**config.mk**
```make
export PLATFORM = sky130hd
export DESIGN_NAME = gen_burst_ctrl
export DESIGN_NICKNAME = d
export VERILOG_FILES = /design/src/rtl/gen_burst_ctrl.sv
export SDC_FILE = /design/constraint.sdc
export NUM_CORES = 1
export LEC_CHECK = 0
export ABC_AREA = 1
export BUFFER_PORTS_ARGS = -buffer_cell sky130_fd_sc_hd__clkbuf_2
export CORE_MARGIN = 4
export CORE_UTILIZATION = 30
export CTS_BUF_LIST = sky130_fd_sc_hd__clkbuf_8 sky130_fd_sc_hd__clkbuf_16
export DETAILED_ROUTE_END_ITERATION = 6
export PLACE_DENSITY_LB_ADDON = 0.15
export SYNTH_ARGS = -nofsm -noshare
export SYNTH_HDL_FRONTEND = slang
export SYNTH_SLANG_ARGS = --single-unit
```
**constraint.sdc**
```tcl
create_clock -name clk -period 2.9 [get_ports clk]
set_clock_uncertainty 0.1 [all_clocks]
set_input_delay 0.435 -clock clk [delete_from_list [all_inputs] [get_ports clk]]
set_output_delay 0.435 -clock clk [all_outputs]
set_load 0.005 [all_outputs]
```
**src/rtl/gen_burst_ctrl.sv**
```systemverilog
// Burst sequencer for the LUT function generator: config/clear strobes, then
// rate-divided sample writes into the downstream FIFO with full backpressure.
module gen_burst_ctrl #(
  parameter int AMP_W = 8,
  parameter int CNT_W = 16,
  parameter int DIV_W = 8
) (
  input  logic             clk,
  input  logic             rst,
  input  logic             start_i,
  input  logic             stop_i,
  input  logic [1:0]       sel_i,
  input  logic [AMP_W-1:0] amp_i,
  input  logic [CNT_W-1:0] burst_len_i,
  input  logic [DIV_W-1:0] rate_div_i,
  input  logic             fifo_full_i,
  output logic [1:0]       sel_o,
  output logic [AMP_W-1:0] amp_o,
  output logic             enh_config_o,
  output logic             en_config_amp_o,
  output logic             clrh_addr_o,
  output logic             enh_gen_o,
  output logic             wr_en_o,
  output logic             busy_o,
  output logic             done_o
);

  typedef enum logic [2:0] {IDLE, CONFIG, CLEAR, GEN, DONE} state_e;

  state_e           state_q, state_d;
  logic [1:0]       sel_q, sel_d;
  logic [AMP_W-1:0] amp_q, amp_d;
  logic [CNT_W-1:0] burst_len_q, burst_len_d;
  logic [CNT_W-1:0] sample_cnt_q, sample_cnt_d;
  logic [DIV_W-1:0] rate_div_q, rate_div_d;
  logic [DIV_W-1:0] div_cnt_q, div_cnt_d;
  logic             write;

  // A write needs the divider expired, room downstream, and no abort this cycle.
  assign write = (state_q == GEN) && (div_cnt_q == '0) && !fifo_full_i && !stop_i;

  always_ff @(posedge clk or posedge rst) begin
    if (rst) begin
      state_q      <= IDLE;
      sel_q        <= '0;
      amp_q        <= '0;
      burst_len_q  <= '0;
      sample_cnt_q <= '0;
      rate_div_q   <= '0;
      div_cnt_q    <= '0;
    end else begin
      state_q      <= state_d;
      sel_q        <= sel_d;
      amp_q        <= amp_d;
      burst_len_q  <= burst_len_d;
      sample_cnt_q <= sample_cnt_d;
      rate_div_q   <= rate_div_d;
      div_cnt_q    <= div_cnt_d;
    end
  end

  always_comb begin
    state_d      = state_q;
    sel_d        = sel_q;
    amp_d        = amp_q;
    burst_len_d  = burst_len_q;
    sample_cnt_d = sample_cnt_q;
    rate_div_d   = rate_div_q;
    div_cnt_d    = div_cnt_q;
    unique case (state_q)
      IDLE: if (start_i) begin
        sel_d       = sel_i;
        amp_d       = amp_i;
        burst_len_d = burst_len_i;
        rate_div_d  = rate_div_i;
        state_d     = CONFIG;
      end
      CONFIG: state_d = stop_i ? IDLE : CLEAR;
      CLEAR: begin
        sample_cnt_d = '0;
        div_cnt_d    = '0;
        state_d      = stop_i ? IDLE : GEN;
      end
      GEN: begin
        if (stop_i) begin
          state_d = IDLE;
        end else if (write) begin
          sample_cnt_d = sample_cnt_q + CNT_W'(1);
          div_cnt_d    = rate_div_q;
          // burst_len of zero means run until stopped; the counter just wraps
          if (burst_len_q != '0 && sample_cnt_d == burst_len_q) state_d = DONE;
        end else if (div_cnt_q != '0) begin
          div_cnt_d = div_cnt_q - DIV_W'(1);
        end
      end
      DONE: state_d = IDLE;
      default: state_d = IDLE;
    endcase
  end

  always_comb begin
    sel_o           = sel_q;
    amp_o           = amp_q;
    enh_config_o    = (state_q == CONFIG) && !stop_i;
    en_config_amp_o = (state_q == CONFIG) && !stop_i;
    clrh_addr_o     = (state_q == CLEAR) && !stop_i;
    enh_gen_o       = write;
    wr_en_o         = write;
    busy_o          = (state_q != IDLE);
    done_o          = (state_q == DONE);
  end

endmodule

```
* After elaboration in Yosys (flattened, before gate mapping)
Index checks and enable logic that the tools add are counted.
** Cells by class
- $add $sub $neg :: 2
- Equal/unequal tests :: 11
- Mux-type cells :: 14
- Reduce and logical (&&, ||, !) cells :: 18
** Operators with widths (count)
- 16-bit two-way mux :: 2
- 16-bit case mux with 2 select lines :: 1
- 8-bit two-way mux :: 3
- 16-bit by 1-bit adder with 16-bit output (second input constant) :: 1
- 16-bit == test :: 1
- 8-bit case mux with 2 select lines :: 1
- 16-bit nonzero test :: 1
- 3-bit two-way mux :: 4
- 3-bit case mux with 4 select lines :: 1
- 3-bit AND reduction :: 3
- 8-bit zero test :: 1
- 8-bit nonzero test :: 1
- 8-bit by 1-bit subtractor with 8-bit output (second input constant) :: 1
- 3-bit by 2-bit == test with 1-bit output (second input constant) :: 2
- 1-bit logical AND :: 6
- 2-bit inequality test (second input constant) :: 3
- 3-bit by 2-bit inequality test with 1-bit output (second input constant) :: 2
- 2-bit two-way mux :: 2
- 3-bit by 1-bit == test with 1-bit output (second input constant) :: 1
- 3-bit == test (second input constant) :: 1
- 3-bit zero test :: 1
- 3-bit inequality test (second input constant) :: 1
- 3-bit nonzero test :: 1
- 1-bit zero test :: 2
- other kinds (2) :: 2
** Storage, ports and cells
- Register bits after elaboration :: 61
- Input port bits :: 39
- Output and inout port bits :: 17
- Word-level logic and storage cells :: 52

* Depth between registers and ports, before layout
- Depth after elaboration :: 7
- Mapped depth :: 15
- Depth with buffers taken out :: 15

* Least setup slack after synthesis
OpenSTA, ideal clock, no wires.
- Path kind :: register to output
- From :: register div_cnt_q[0]
- To :: output port wr_en_o
- Data arrival time :: 1390 ps
- Data required time :: 2365 ps
- Setup slack :: 975 ps
- Cell stages (with the launch flop) :: 10
- Buffers on the path :: 1
- Cells stage by stage :: dfrtp_1 -> inv_1 -> ha_1 -> nand2_1 -> inv_1 -> nand3_1 -> nor3_2 -> nand2_1 -> inv_1 -> buf_4
** On the way
- Longest elaborated chain between the ends :: 4
** RTL lines
- start, declared :: RTL line 36 : logic [DIV_W-1:0] div_cnt_q, div_cnt_d;
- start signal, assigned :: RTL line 58 : div_cnt_q <= div_cnt_d;
- 8-bit zero test :: RTL line 40 : assign write = (state_q == GEN) && (div_cnt_q == '0) && !fifo_full_i && !stop_i;
- 1-bit logical AND (3 in series) :: RTL line 40
- end, declared :: RTL line 23 : output logic wr_en_o,
Every way passes these cells.

* Worst setup path in the final report
Same ends and word-level chain as after synthesis.

==> results.sh <==
export IMPL_outcome="finished clean"
export IMPL_ant_nets=0
export IMPL_totalNegativeSetupSlack_ns=0
export IMPL_synth_area_um2=3300
export IMPL_synthArstFlopShare_pct=100
export IMPL_crit_type="reg -> out"
export IMPL_end_kind="output pin"
export IMPL_drv_cap=0
export IMPL_period_needed_ns=2.69
export IMPL_drive_gt1_share_pct=21.6
export IMPL_yosysWarnings=0
export IMPL_routed_wl_um=8410
export IMPL_rows=38
export IMPL_grt_pass1_wl_um=14200
export IMPL_slew_violations=0
export IMPL_io_pins=56
export IMPL_clock_latency_ns=0.34
export IMPL_fillCellCount=1132
export IMPL_fin_crit_sh_pct=92.7
export IMPL_drcViolationCount=0
export IMPL_leakagePower_nw=1.93
export IMPL_drt_initial_drc_count=112
export IMPL_cts_tree="done"
export IMPL_crit_required_ns=2.37
export IMPL_syn_num_nets=458
export IMPL_place_ws_ns=0.465
export IMPL_antenna_found_initial=0
export IMPL_synthesis_instances=416
export IMPL_coreArea_um2=10800
export IMPL_hold_viol_final=0
export IMPL_dp_hpwl_um=6270
export IMPL_worstMarginPinSlew_ns=0.616
export IMPL_syn_to_final_growth_pct=20.1
export IMPL_cp_start_kind="flip-flop"
export IMPL_ys_seq_area_share_pct=46.3
export IMPL_grtUsageTotal_pct=13.9
export IMPL_dr_pass1_iters=4
export IMPL_timing_hold_ws_ns=0.00748
export IMPL_grt_max_degree=62
export IMPL_cp_slowest_cell="dfrtp_1"
export IMPL_synth_seq_cells=61
export IMPL_utilization_pct=36.7
export IMPL_avgSynthCellArea_um2=7.93
export IMPL_power_density_nw_per_um2=897
export IMPL_start_util_pct=30.6
export IMPL_dieArea_um2=12700
export IMPL_multiInputGateArea_um2=1550
export IMPL_synth_edf_count=0
export IMPL_nNetsFinal=518
export IMPL_portBuffers=55
export IMPL_via_per_inst=4.72
export IMPL_wl_per_cell_um=13.5
export IMPL_rsz0062_at_grt="no"
export IMPL_cts_buffers=9
export IMPL_setup_viol=0
export IMPL_cts_max_path_buffers=2
export IMPL_cp_arrival_ns=2.15
export IMPL_hold_path_class="in -> async"
export IMPL_worst_path_max_fanout=13
export IMPL_regArea_um2=1530
export IMPL_vias=2932
export IMPL_synth_distinct_cells=24
export IMPL_antenna_cells=0
export IMPL_ys_flop_type="dfrtp_1"
export IMPL_fmax_mhz=372
export IMPL_cts_root_buf="clkbuf_8"
export IMPL_fin_ws_ns=0.210
export IMPL_fp_dieW_um=113
export IMPL_clk_pin_slew_ns=0.07
export IMPL_slew_headroom_pct=58.8
export IMPL_cts_hold_buf=0
export IMPL_grt_overflow=0
export IMPL_vdd_drop_max_mv=0.325
export IMPL_die_h_um=113
export IMPL_gp_congestion=0.862
export IMPL_cp_buffers_inverters=4
export IMPL_clock_sinks=61
export IMPL_cp_top_family="simple AND/OR/NAND/NOR gates"
export IMPL_worstPathCellList="inv_1 > ha_1 > nand2_1 > inv_1 > nand3_1 > nor3_2 > nand2_1 > inv_2 > clkbuf_2"
export IMPL_grt_pass1_vias=2905
export IMPL_cpPeakStageDelay_ns=0.38
export IMPL_cts_htree_levels=3
==> report_power, final <==
| part | internal, mW | switching, mW |
|---|---|---|
| combinational | 0.597 | 0.744 |
| sequential | 1.16 | 0.229 |
| clock | 0.473 | 0.348 |
| total | 2.23 | 1.32 |
==> cells in the mapped netlist, types with 4 or more instances <==
cell	number	area [µm²]
o21ai_0	20	100
nand2_1	109	409
nor3_1	5	25.0
nand4_1	6	37.5
nor2_1	50	188
nand3_1	40	200
buf_2	4	20.0
o22ai_1	14	87.6
xor2_1	4	35.0
dfrtp_1	61	1530
a21oi_1	13	65.1
nor2_2	4	25.0
mux2_2	22	248
inv_1	47	176
==> what timing repair did <==
item	in CTS	in global routing
setup endpoints to repair	0	2
setup buffers	0	0
gates resized for setup	0	1
==> layout make-up <==
type                       count  share of cell area, %
multi-input combinational    298                   39.0
timing repair buffer          59                   8.34
inverter                      47                   4.45
tap                          140                   4.42
clock buffer                   9                   3.13
sequential                    61                   38.5
clock inverter                 7                   2.08
==> sequential cells by signal (all words and copies together), names as in the netlist <==
register,flops
sel_o,2
state_q,3
amp_o,8
burst_len_q,16
div_cnt_q,8
sample_cnt_q,16
rate_div_q,8
==> worst paths after layout <==
kind                           startpoint               to  slack (ns)  depth (start not counted)
setup / recovery             div_cnt_q[0]          wr_en_o        0.21                          9
hold / removal                        rst   burst_len_q[1]       0.007                          3
setup reg to reg             div_cnt_q[0]  sample_cnt_q[0]        0.42                         11
hold reg to reg             rate_div_q[2]    rate_div_q[2]        0.40                          1
max in group asynchronous             rst     div_cnt_q[6]        2.37                          3
min in group clk           burst_len_i[1]   burst_len_q[1]        0.22                          2
==> tightest hold or removal path, cell delays in order <==
cell and delay [ns]:
clkbuf_2 0.09, inv_2 0.06, buf_12 0.26
==> metal layers <==
layer	routed length [µm]	GRT usage (%)
met1	4090	19.8
met3	350	2.94
met4	142	5.85
met5	0	0
met2	3830	20.5
==> kinds of logic after synthesis <==
logic type | Yosys count | share of synthesized area [%]
DFF | 61 | 46.3
xor gates and xnor gates | 7 | 2.31
AOI/OAI and AO/OA | 49 | 8.08
and+or+nand+nor | 217 | 27.7
buffers and inverters | 57 | 6.98
adders and majority gates | 3 | 1.14
muxes | 22 | 7.51
==> metrics by stage <==
step	total power, mW	instance area, µm²	instances
6_report	3.55	3960	621
5_1_grt	3.85	3960	621
4_1_cts	3.59	3960	621
3_5_place_dp	2.76	3750	605
3_3_place_gp	2.74	3750	605
2_1_floorplan	2.34	3300	416
==> placed cells by master, fill, tap and decap left out <==
| cell type | n |
|---|---|
| nand2_1 | 109 |
| dfrtp_1 | 61 |
| clkbuf_2 | 55 |
| nor2_1 | 50 |
| inv_1 | 47 |
| nand3_1 | 39 |
| mux2_2 | 22 |
| o21ai_0 | 20 |
| o22ai_1 | 14 |
| a21oi_1 | 13 |
| clkbuf_8 | 9 |
| nand4_1 | 6 |
| nor3_1 | 5 |
| nor2_2 | 4 |
| xor2_1 | 4 |
| ha_1 | 3 |
| clkinv_2 | 3 |
| xnor2_1 | 2 |
| inv_2 | 2 |
| bufinv_16 | 2 |
| buf_4 | 2 |
| buf_12 | 2 |
| nand3_2 | 1 |
| nor2_4 | 1 |
| nor3_2 | 1 |
| nand3b_1 | 1 |
| xor3_1 | 1 |
| o21ai_1 | 1 |
| o221ai_1 | 1 |
Note: power is estimated with default switching activity, not from simulation.
